## config.mk

```make
export PLATFORM = sky130hd
export DESIGN_NAME = receptor_display_flat
export DESIGN_NICKNAME = d
export VERILOG_FILES = /design/src/rtl/receptor_display_if.sv /design/src/rtl/receptor_display.sv /design/src/flat_wrapper.sv
export SDC_FILE = /design/constraint.sdc
export NUM_CORES = 1
export LEC_CHECK = 0
export BUFFER_PORTS_ARGS = -buffer_cell sky130_fd_sc_hd__buf_4
export CAP_MARGIN = 5
export CELL_PAD_IN_SITES_DETAIL_PLACEMENT = 1
export CELL_PAD_IN_SITES_GLOBAL_PLACEMENT = 2
export CORE_MARGIN = 2
export CORE_UTILIZATION = 35
export DETAILED_ROUTE_END_ITERATION = 8
export PLACE_DENSITY_LB_ADDON = 0.1
export SLEW_MARGIN = 20
export SYNTH_ARGS = -nofsm -noshare
export SYNTH_HDL_FRONTEND = slang
export SYNTH_SLANG_ARGS = --single-unit
```

## constraint.sdc

```tcl
create_clock -name clk -period 3 [get_ports clk]
set_clock_uncertainty 0.15 [all_clocks]
set_input_delay 0.15 -clock clk [delete_from_list [all_inputs] [get_ports clk]]
set_output_delay 0.15 -clock clk [all_outputs]
set_load 0.03 [all_outputs]
```

## src/rtl/receptor_display_if.sv

```systemverilog
// Display link bundle: serial input lines toward the responder and its frame-memory write port.
interface receptor_display_if;
    logic       io_sclk;
    logic       io_sdin;
    logic       io_cs;
    logic       io_dc;
    logic       io_reset;
    logic       fb_we;
    logic [8:0] fb_addr;
    logic [7:0] fb_wdata;
    logic       frame_done;

    modport master (
        output io_sclk, io_sdin, io_cs, io_dc, io_reset,
        input  fb_we, fb_addr, fb_wdata, frame_done
    );

    modport slave (
        input  io_sclk, io_sdin, io_cs, io_dc, io_reset,
        output fb_we, fb_addr, fb_wdata, frame_done
    );
endinterface

```

## src/rtl/receptor_display.sv

```systemverilog
// PCD8544-class serial display responder: deserialises the link, writes data bytes to frame memory
// and decodes command bytes into addressing and mode registers.
module receptor_display #(
    parameter int unsigned SYNC_STAGES = 2,
    parameter int unsigned COLS        = 84,
    parameter int unsigned BANKS       = 6
) (
    input  logic              clk,
    input  logic              rst_n,
    receptor_display_if.slave bus,
    output logic [6:0]        x_addr,
    output logic [2:0]        y_addr,
    output logic              power_down,
    output logic              v_mode,
    output logic              h_mode,
    output logic [1:0]        disp_mode,
    output logic [6:0]        vop,
    output logic [2:0]        bias,
    output logic              err_incomplete
);

    localparam int unsigned NSIG  = 5;
    localparam int unsigned I_SCK = 0;
    localparam int unsigned I_SDI = 1;
    localparam int unsigned I_DC  = 2;
    localparam int unsigned I_CS  = 3;
    localparam int unsigned I_RST = 4;
    // cs idles inactive (high); display reset idles asserted until the line is seen high
    localparam logic [NSIG-1:0] SYNC_RST = 5'b01000;
    localparam logic [6:0]      LAST_X   = 7'(COLS - 1);
    localparam logic [2:0]      LAST_Y   = 3'(BANKS - 1);

    logic [NSIG-1:0] r_sync [SYNC_STAGES];
    logic            r_sclk_d;
    logic [NSIG-1:0] w_in;
    logic [NSIG-1:0] w_s;
    logic            w_edge;
    logic [7:0]      w_byte;
    logic [8:0]      w_lin;

    logic [2:0] r_cnt,   n_cnt;
    logic [7:0] r_shift, n_shift;
    logic [6:0] r_x,     n_x;
    logic [2:0] r_y,     n_y;
    logic       r_pd,    n_pd;
    logic       r_v,     n_v;
    logic       r_h,     n_h;
    logic [1:0] r_disp,  n_disp;
    logic [6:0] r_vop,   n_vop;
    logic [2:0] r_bias,  n_bias;
    logic       r_fb_we, n_fb_we;
    logic [8:0] r_fb_addr, n_fb_addr;
    logic [7:0] r_fb_wdata, n_fb_wdata;
    logic       r_frame_done, n_frame_done;
    logic       r_err,   n_err;

    assign w_in = {bus.io_reset, bus.io_cs, bus.io_dc, bus.io_sdin, bus.io_sclk};

    // Synchronizer chain plus one delay flop on sclk for edge detection
    always_ff @(posedge clk or negedge rst_n) begin
        if (!rst_n) begin
            for (int i = 0; i < int'(SYNC_STAGES); i++) r_sync[i] <= SYNC_RST;
            r_sclk_d <= 1'b0;
        end else begin
            r_sync[0] <= w_in;
            for (int i = 1; i < int'(SYNC_STAGES); i++) r_sync[i] <= r_sync[i-1];
            r_sclk_d <= r_sync[SYNC_STAGES-1][I_SCK];
        end
    end

    assign w_s    = r_sync[SYNC_STAGES-1];
    assign w_edge = w_s[I_SCK] & ~r_sclk_d;
    assign w_byte = {r_shift[6:0], w_s[I_SDI]};
    assign w_lin  = 9'(r_y) * 9'(COLS) + 9'(r_x);

    // Next-state: deserialiser, write/advance, command decode
    always_comb begin
        n_cnt        = r_cnt;
        n_shift      = r_shift;
        n_x          = r_x;
        n_y          = r_y;
        n_pd         = r_pd;
        n_v          = r_v;
        n_h          = r_h;
        n_disp       = r_disp;
        n_vop        = r_vop;
        n_bias       = r_bias;
        n_fb_we      = 1'b0;
        n_fb_addr    = r_fb_addr;
        n_fb_wdata   = r_fb_wdata;
        n_frame_done = 1'b0;
        n_err        = 1'b0;

        if (!w_s[I_RST]) begin
            n_cnt      = 3'd0;
            n_shift    = 8'd0;
            n_x        = 7'd0;
            n_y        = 3'd0;
            n_pd       = 1'b1;
            n_v        = 1'b0;
            n_h        = 1'b0;
            n_disp     = 2'd0;
            n_vop      = 7'd0;
            n_bias     = 3'd0;
            n_fb_addr  = 9'd0;
            n_fb_wdata = 8'd0;
        end else if (w_s[I_CS]) begin
            n_cnt   = 3'd0;
            n_shift = 8'd0;
            n_err   = (r_cnt != 3'd0);
        end else if (w_edge) begin
            n_shift = w_byte;
            n_cnt   = r_cnt + 3'd1;
            if (r_cnt == 3'd7) begin
                n_shift = 8'd0;
                if (w_s[I_DC]) begin
                    n_fb_we      = 1'b1;
                    n_fb_addr    = w_lin;
                    n_fb_wdata   = w_byte;
                    n_frame_done = (r_x == LAST_X) && (r_y == LAST_Y);
                    if (!r_v) begin
                        if (r_x == LAST_X) begin
                            n_x = 7'd0;
                            n_y = (r_y == LAST_Y) ? 3'd0 : r_y + 3'd1;
                        end else begin
                            n_x = r_x + 7'd1;
                        end
                    end else begin
                        if (r_y == LAST_Y) begin
                            n_y = 3'd0;
                            n_x = (r_x == LAST_X) ? 7'd0 : r_x + 7'd1;
                        end else begin
                            n_y = r_y + 3'd1;
                        end
                    end
                end else if (w_byte[7:3] == 5'b00100) begin
                    n_pd = w_byte[2];
                    n_v  = w_byte[1];
                    n_h  = w_byte[0];
                end else if (!r_h) begin
                    if (w_byte[7:3] == 5'b00001) begin
                        n_disp = {w_byte[2], w_byte[0]};
                    end else if (w_byte[7:3] == 5'b01000) begin
                        if (32'(w_byte[2:0]) < BANKS) n_y = w_byte[2:0];
                    end else if (w_byte[7]) begin
                        if (32'(w_byte[6:0]) < COLS) n_x = w_byte[6:0];
                    end
                end else begin
                    if (w_byte[7:3] == 5'b00010) begin
                        n_bias = w_byte[2:0];
                    end else if (w_byte[7]) begin
                        n_vop = w_byte[6:0];
                    end
                end
            end
        end
    end

    always_ff @(posedge clk or negedge rst_n) begin
        if (!rst_n) begin
            r_cnt        <= 3'd0;
            r_shift      <= 8'd0;
            r_x          <= 7'd0;
            r_y          <= 3'd0;
            r_pd         <= 1'b1;
            r_v          <= 1'b0;
            r_h          <= 1'b0;
            r_disp       <= 2'd0;
            r_vop        <= 7'd0;
            r_bias       <= 3'd0;
            r_fb_we      <= 1'b0;
            r_fb_addr    <= 9'd0;
            r_fb_wdata   <= 8'd0;
            r_frame_done <= 1'b0;
            r_err        <= 1'b0;
        end else begin
            r_cnt        <= n_cnt;
            r_shift      <= n_shift;
            r_x          <= n_x;
            r_y          <= n_y;
            r_pd         <= n_pd;
            r_v          <= n_v;
            r_h          <= n_h;
            r_disp       <= n_disp;
            r_vop        <= n_vop;
            r_bias       <= n_bias;
            r_fb_we      <= n_fb_we;
            r_fb_addr    <= n_fb_addr;
            r_fb_wdata   <= n_fb_wdata;
            r_frame_done <= n_frame_done;
            r_err        <= n_err;
        end
    end

    assign bus.fb_we      = r_fb_we;
    assign bus.fb_addr    = r_fb_addr;
    assign bus.fb_wdata   = r_fb_wdata;
    assign bus.frame_done = r_frame_done;
    assign x_addr         = r_x;
    assign y_addr         = r_y;
    assign power_down     = r_pd;
    assign v_mode         = r_v;
    assign h_mode         = r_h;
    assign disp_mode      = r_disp;
    assign vop            = r_vop;
    assign bias           = r_bias;
    assign err_incomplete = r_err;

endmodule

```

## src/flat_wrapper.sv

```systemverilog
// flat-port wrapper written by rule: the top's interface ports become plain ports
module receptor_display_flat 
#(
    parameter int unsigned SYNC_STAGES = 2,
    parameter int unsigned COLS        = 84,
    parameter int unsigned BANKS       = 6
)
  (clk, rst_n, x_addr, y_addr, power_down, v_mode, h_mode, disp_mode, vop, bias, err_incomplete, bus_io_sclk, bus_io_sdin, bus_io_cs, bus_io_dc, bus_io_reset, bus_fb_we, bus_fb_addr, bus_fb_wdata, bus_frame_done);
  receptor_display_if bus_i ();
  input  logic clk;
  input  logic rst_n;
  output logic [6:0] x_addr;
  output logic [2:0] y_addr;
  output logic power_down;
  output logic v_mode;
  output logic h_mode;
  output logic [1:0] disp_mode;
  output logic [6:0] vop;
  output logic [2:0] bias;
  output logic err_incomplete;
  input wire logic [$bits(bus_i.io_sclk)-1:0] bus_io_sclk;
  input wire logic [$bits(bus_i.io_sdin)-1:0] bus_io_sdin;
  input wire logic [$bits(bus_i.io_cs)-1:0] bus_io_cs;
  input wire logic [$bits(bus_i.io_dc)-1:0] bus_io_dc;
  input wire logic [$bits(bus_i.io_reset)-1:0] bus_io_reset;
  output wire logic [$bits(bus_i.fb_we)-1:0] bus_fb_we;
  output wire logic [$bits(bus_i.fb_addr)-1:0] bus_fb_addr;
  output wire logic [$bits(bus_i.fb_wdata)-1:0] bus_fb_wdata;
  output wire logic [$bits(bus_i.frame_done)-1:0] bus_frame_done;
  assign bus_i.io_sclk = bus_io_sclk;
  assign bus_i.io_sdin = bus_io_sdin;
  assign bus_i.io_cs = bus_io_cs;
  assign bus_i.io_dc = bus_io_dc;
  assign bus_i.io_reset = bus_io_reset;
  assign bus_fb_we = bus_i.fb_we;
  assign bus_fb_addr = bus_i.fb_addr;
  assign bus_fb_wdata = bus_i.fb_wdata;
  assign bus_frame_done = bus_i.frame_done;
  receptor_display #(.SYNC_STAGES(SYNC_STAGES), .COLS(COLS), .BANKS(BANKS)) u_core (.clk(clk), .rst_n(rst_n), .bus(bus_i), .x_addr(x_addr), .y_addr(y_addr), .power_down(power_down), .v_mode(v_mode), .h_mode(h_mode), .disp_mode(disp_mode), .vop(vop), .bias(bias), .err_incomplete(err_incomplete));
endmodule
```

==> summary.txt <==
====================================================================================
Setup bufs post-CTS                                                                0
Cells along the critical path                                           ha_1, ha_1, ha_1, o21ai_0, a21boi_0, o21ai_0, xnor2_1, o21ai_0
Power per Cell Area                                                      498 mW/mm^2
Hold-fix buffers at CTS                                                            6
Leakage power                                                                1.91 nW
CP Max Fanout                                                                      9
Outcome                                                                 finished clean
Resize count post-CTS                                                              0
Final setup fails                                                                  0
Layout cells sized above 1                                                     24.7%
Critical path data required time                                             3100 ps
Cell at the root of the clock tree                                      sky130_fd_sc_hd__clkbuf_8
Routed wirelength normalized by instance count                               17.3 um
Drt total wl                                                                 8140 um
Number of slew-limit violations in the final report                                0
Number of global-route vias before repair                                      2,551
Final Hold Vio Count                                                               0
Critical path class                                                          reg2reg
Number of antenna diodes                                                           0
Mapped cell area                                                        0.00316 mm^2
Unrepaired setup endpoints after global routing                                   no
Distinct cells, synth                                                             50
Peak supply drop                                                            0.255 mV
Headroom to the max-slew limit                                                 42.7%
Post-synthesis instance total                                                    300
Longest individual stage delay on the worst path                              480 ps
Path depth of the worst reg2reg path                                               8
Net count after synthesis                                                        321
Gate family responsible for the most delay along the worst path          adder cells
Aggregate global-route resource usage                                          17.7%
Worst hold path cell count                                                         0
Antenna violations before repair                                                   0
Portion of the post-synthesis area used by sequential elements                 52.4%
DRC violation total after the first TritonRoute iteration                        103
Rows                                                                              34
Placeable core region                                                   0.00872 mm^2
Remaining design rule violation count                                              0
Clock H-tree levels                                                                3
Worst-skew pair later-pin latency                                             340 ps
Final Worst Setup Slack                                                       508 ps
Initial Util                                                                   36.2%
Transition at the pin with the smallest max-transition slack                  860 ps
Crit-path slowest cell                                                  sky130_fd_sc_hd__dfrtp_1
Die area                                                                0.00981 mm^2
Minimum setup slack after placement                                           513 ps
Signal arrival time at the worst endpoint                                    2590 ps
Vias                                                                           2,472
Proportion of synthesized flip-flops having asynchronous set or reset           100%
Worst hold endpoint                                                     u_core.w_s[4]$_DFF_PN0_
Post-detailed-route count of antenna-violating nets                                0
Remaining global-route overflow                                                    0
Number of buffers created by CTS                                                   9
Global-route wire length before repair                                     13,600 um
Clock period minus final worst setup slack                                   2490 ps
Synth Register Bits                                                               66
Count of buffering cells on the critical path with inverters included              0
MaxCap Viol Count                                                                  0
Startpoint Class                                                                flop
Average size of a mapped cell                                              10.5 um^2
Pre-Repair DR Iteration Count                                                      4
GPL Wtd Cong                                                                   0.780
Commonest register cell after synthesis                                 sky130_fd_sc_hd__dfrtp_1
Maximum achievable frequency                                                 401 MHz
TritonCTS clock tree                                                            done
Sequential cell area                                                    0.00166 mm^2
Vias per std cell                                                               5.24
Maximum number of pins on one net before global-route repair                      67
Fillcell total                                                                   976
Share of the cycle needed by the critical path after routing                   83.1%
Clock sinks                                                                       66
Internal reg-to-reg setup slack                                               510 ps
CP endpoint kind                                                                flop
Type of the tightest min-delay check                                         reg2reg
Port-buffer cells                                                                 51
Count of boundary I/O pins                                                        52
Hold path startpoint                                                    u_core.r_sync[9]$_DFF_PN0_
Final-layout setup total negative slack                                         0 ps
Detailed Place HPWL                                                          5570 um
Area of combinational cells with multiple inputs                        0.00135 mm^2
Synthesis Warnings                                                                 0
Worst reg2reg startpoint                                                u_core.y_addr[0]$_DFFE_PN0P_
Capture instance of the worst register-to-register path                 u_core.bus.fb_addr[8]$_DFFE_PN0P_
Die Wd                                                                       99.0 um
EDFF count, synth                                                                  0
Nets@finish                                                                      380
Clock transition at the registers of the reported paths                        80 ps
Layout-stage area growth over the synthesis result                             24.0%
Final Util                                                                     44.9%
Overall power consumption                                                  0.00195 W
Clk buf depth                                                                      2
Die height                                                                   99.0 um
====================================================================================
cell usage after synthesis, types with 3 or more instances:
| cell | count | share of area (%) |
|---|---|---|
| sky130_fd_sc_hd__a22o_1 | 10 | 2.8 |
| sky130_fd_sc_hd__clkbuf_1 | 7 | 0.83 |
| sky130_fd_sc_hd__nand2_1 | 34 | 4.0 |
| sky130_fd_sc_hd__and2_1 | 3 | 0.59 |
| sky130_fd_sc_hd__inv_1 | 19 | 2.3 |
| sky130_fd_sc_hd__nand4_1 | 4 | 0.79 |
| sky130_fd_sc_hd__ha_1 | 13 | 5.1 |
| sky130_fd_sc_hd__dfrtp_1 | 63 | 50 |
| sky130_fd_sc_hd__nand3_1 | 13 | 2.1 |
| sky130_fd_sc_hd__mux2_2 | 9 | 3.2 |
| sky130_fd_sc_hd__xor2_1 | 3 | 0.83 |
| sky130_fd_sc_hd__a21o_1 | 4 | 0.95 |
| sky130_fd_sc_hd__o21ai_0 | 21 | 3.3 |
| sky130_fd_sc_hd__a21oi_1 | 11 | 1.7 |
| sky130_fd_sc_hd__buf_2 | 7 | 1.1 |
| sky130_fd_sc_hd__nor2b_1 | 9 | 1.8 |
| sky130_fd_sc_hd__dfstp_2 | 3 | 2.5 |
| sky130_fd_sc_hd__nor3_1 | 3 | 0.47 |
| sky130_fd_sc_hd__o41ai_1 | 3 | 0.83 |
| sky130_fd_sc_hd__xnor2_1 | 6 | 1.7 |
| sky130_fd_sc_hd__nor2_1 | 11 | 1.3 |
| sky130_fd_sc_hd__o21ai_1 | 3 | 0.47 |
| sky130_fd_sc_hd__a31oi_1 | 4 | 0.79 |
| sky130_fd_sc_hd__mux2i_1 | 3 | 0.95 |
flip-flops by register name, summed over array words and instances, names as in the netlist, 3 cells and up:
name / cells
u_core.bias: 3
u_core.bus.fb_addr: 9
u_core.bus.fb_wdata: 8
u_core.r_cnt: 3
u_core.r_shift: 7
u_core.r_sync: 5
u_core.vop: 7
u_core.w_s: 5
u_core.x_addr: 7
u_core.y_addr: 3
where the power goes:
group          switching (W)  total (W)  internal, W
clock network       0.000362   0.000770     0.000408
logic               0.000139   0.000228    0.0000891
registers          0.0000346   0.000952     0.000917
total               0.000536    0.00195      0.00141
worst max-delay path by stage:
stage | to | depth (start not counted) | slack (ps) | start
floorplan | u_core.bus.fb_addr[8]$_DFFE_PN0P_ | 8 | 630 | u_core.y_addr[0]$_DFFE_PN0P_
global placement | u_core.bus.fb_addr[8]$_DFFE_PN0P_ | 8 | 650 | u_core.y_addr[0]$_DFFE_PN0P_
detailed placement | u_core.bus.fb_addr[8]$_DFFE_PN0P_ | 8 | 510 | u_core.y_addr[0]$_DFFE_PN0P_
CTS | u_core.bus.fb_addr[8]$_DFFE_PN0P_ | 8 | 500 | u_core.y_addr[0]$_DFFE_PN0P_
global route | u_core.bus.fb_addr[8]$_DFFE_PN0P_ | 8 | 320 | u_core.y_addr[0]$_DFFE_PN0P_
finish | u_core.bus.fb_addr[8]$_DFFE_PN0P_ | 8 | 510 | u_core.y_addr[0]$_DFFE_PN0P_
cell usage in the layout, fill, tap and decap left out, types with 4 or more instances in the layout:
cell type	Yosys	routed
sky130_fd_sc_hd__buf_4	0	58
sky130_fd_sc_hd__a21oi_1	11	11
sky130_fd_sc_hd__xnor2_1	6	6
sky130_fd_sc_hd__dfrtp_1	63	63
sky130_fd_sc_hd__a31oi_1	4	4
sky130_fd_sc_hd__nand3_1	13	13
sky130_fd_sc_hd__nor2_1	11	11
sky130_fd_sc_hd__a21o_1	4	4
sky130_fd_sc_hd__inv_1	19	19
sky130_fd_sc_hd__o21ai_0	21	21
sky130_fd_sc_hd__nand4_1	4	4
sky130_fd_sc_hd__dlygate4sd3_1	0	6
sky130_fd_sc_hd__mux2_2	9	9
sky130_fd_sc_hd__nand2_1	34	34
sky130_fd_sc_hd__ha_1	13	13
sky130_fd_sc_hd__clkbuf_8	0	10
sky130_fd_sc_hd__a22o_1	10	10
sky130_fd_sc_hd__nor2b_1	9	9
cells by family after synthesis:
| kind of cell | synth area share, % |
|---|---|
| compound gates | 16.8 |
| flops | 52.4 |
| xor+xnor | 2.49 |
| mux | 4.16 |
| fa+ha+maj | 5.78 |
| buf+inv | 4.79 |
| simple gates | 13.6 |
per-layer routing:
layer  GRT usage [%]  vias up  share of wire (%)
met5               0        -                  0
li1                -     1175                  -
met4            6.01        0                1.9
met1            23.7     1236                 48
met3            3.83       11                3.9
met2            28.4       50                 46
metrics by stage:
stage | hold WS, ps | instances | area [um^2]
after global routing | 215 | 472 | 3920
after global placement | 108 | 450 | 3650
after detailed placement | 109 | 450 | 3650
after CTS | 203 | 472 | 3920
after floorplan | -296 | 300 | 3160
final | 202 | 472 | 3920
cell type report:
class                           instances  area share, %
Multi-Input combinational cell        198           34.6
Inverter                               20           1.92
Clock buffer                           10           3.51
Sequential cell                        66           42.3
Timing Repair Buffer                   64           12.6
Tap cell                              108           3.45
Clock inverter                          6           1.66
worst register-to-register path: stages, from the launching register on:
cell and delay [ps]:
sky130_fd_sc_hd__dfrtp_1 480, sky130_fd_sc_hd__ha_1 270, sky130_fd_sc_hd__ha_1 310, sky130_fd_sc_hd__ha_1 340, sky130_fd_sc_hd__o21ai_0 120, sky130_fd_sc_hd__a21boi_0 270
sky130_fd_sc_hd__o21ai_0 150, sky130_fd_sc_hd__xnor2_1 150, sky130_fd_sc_hd__o21ai_0 160
(Power assumes the default switching activity.)
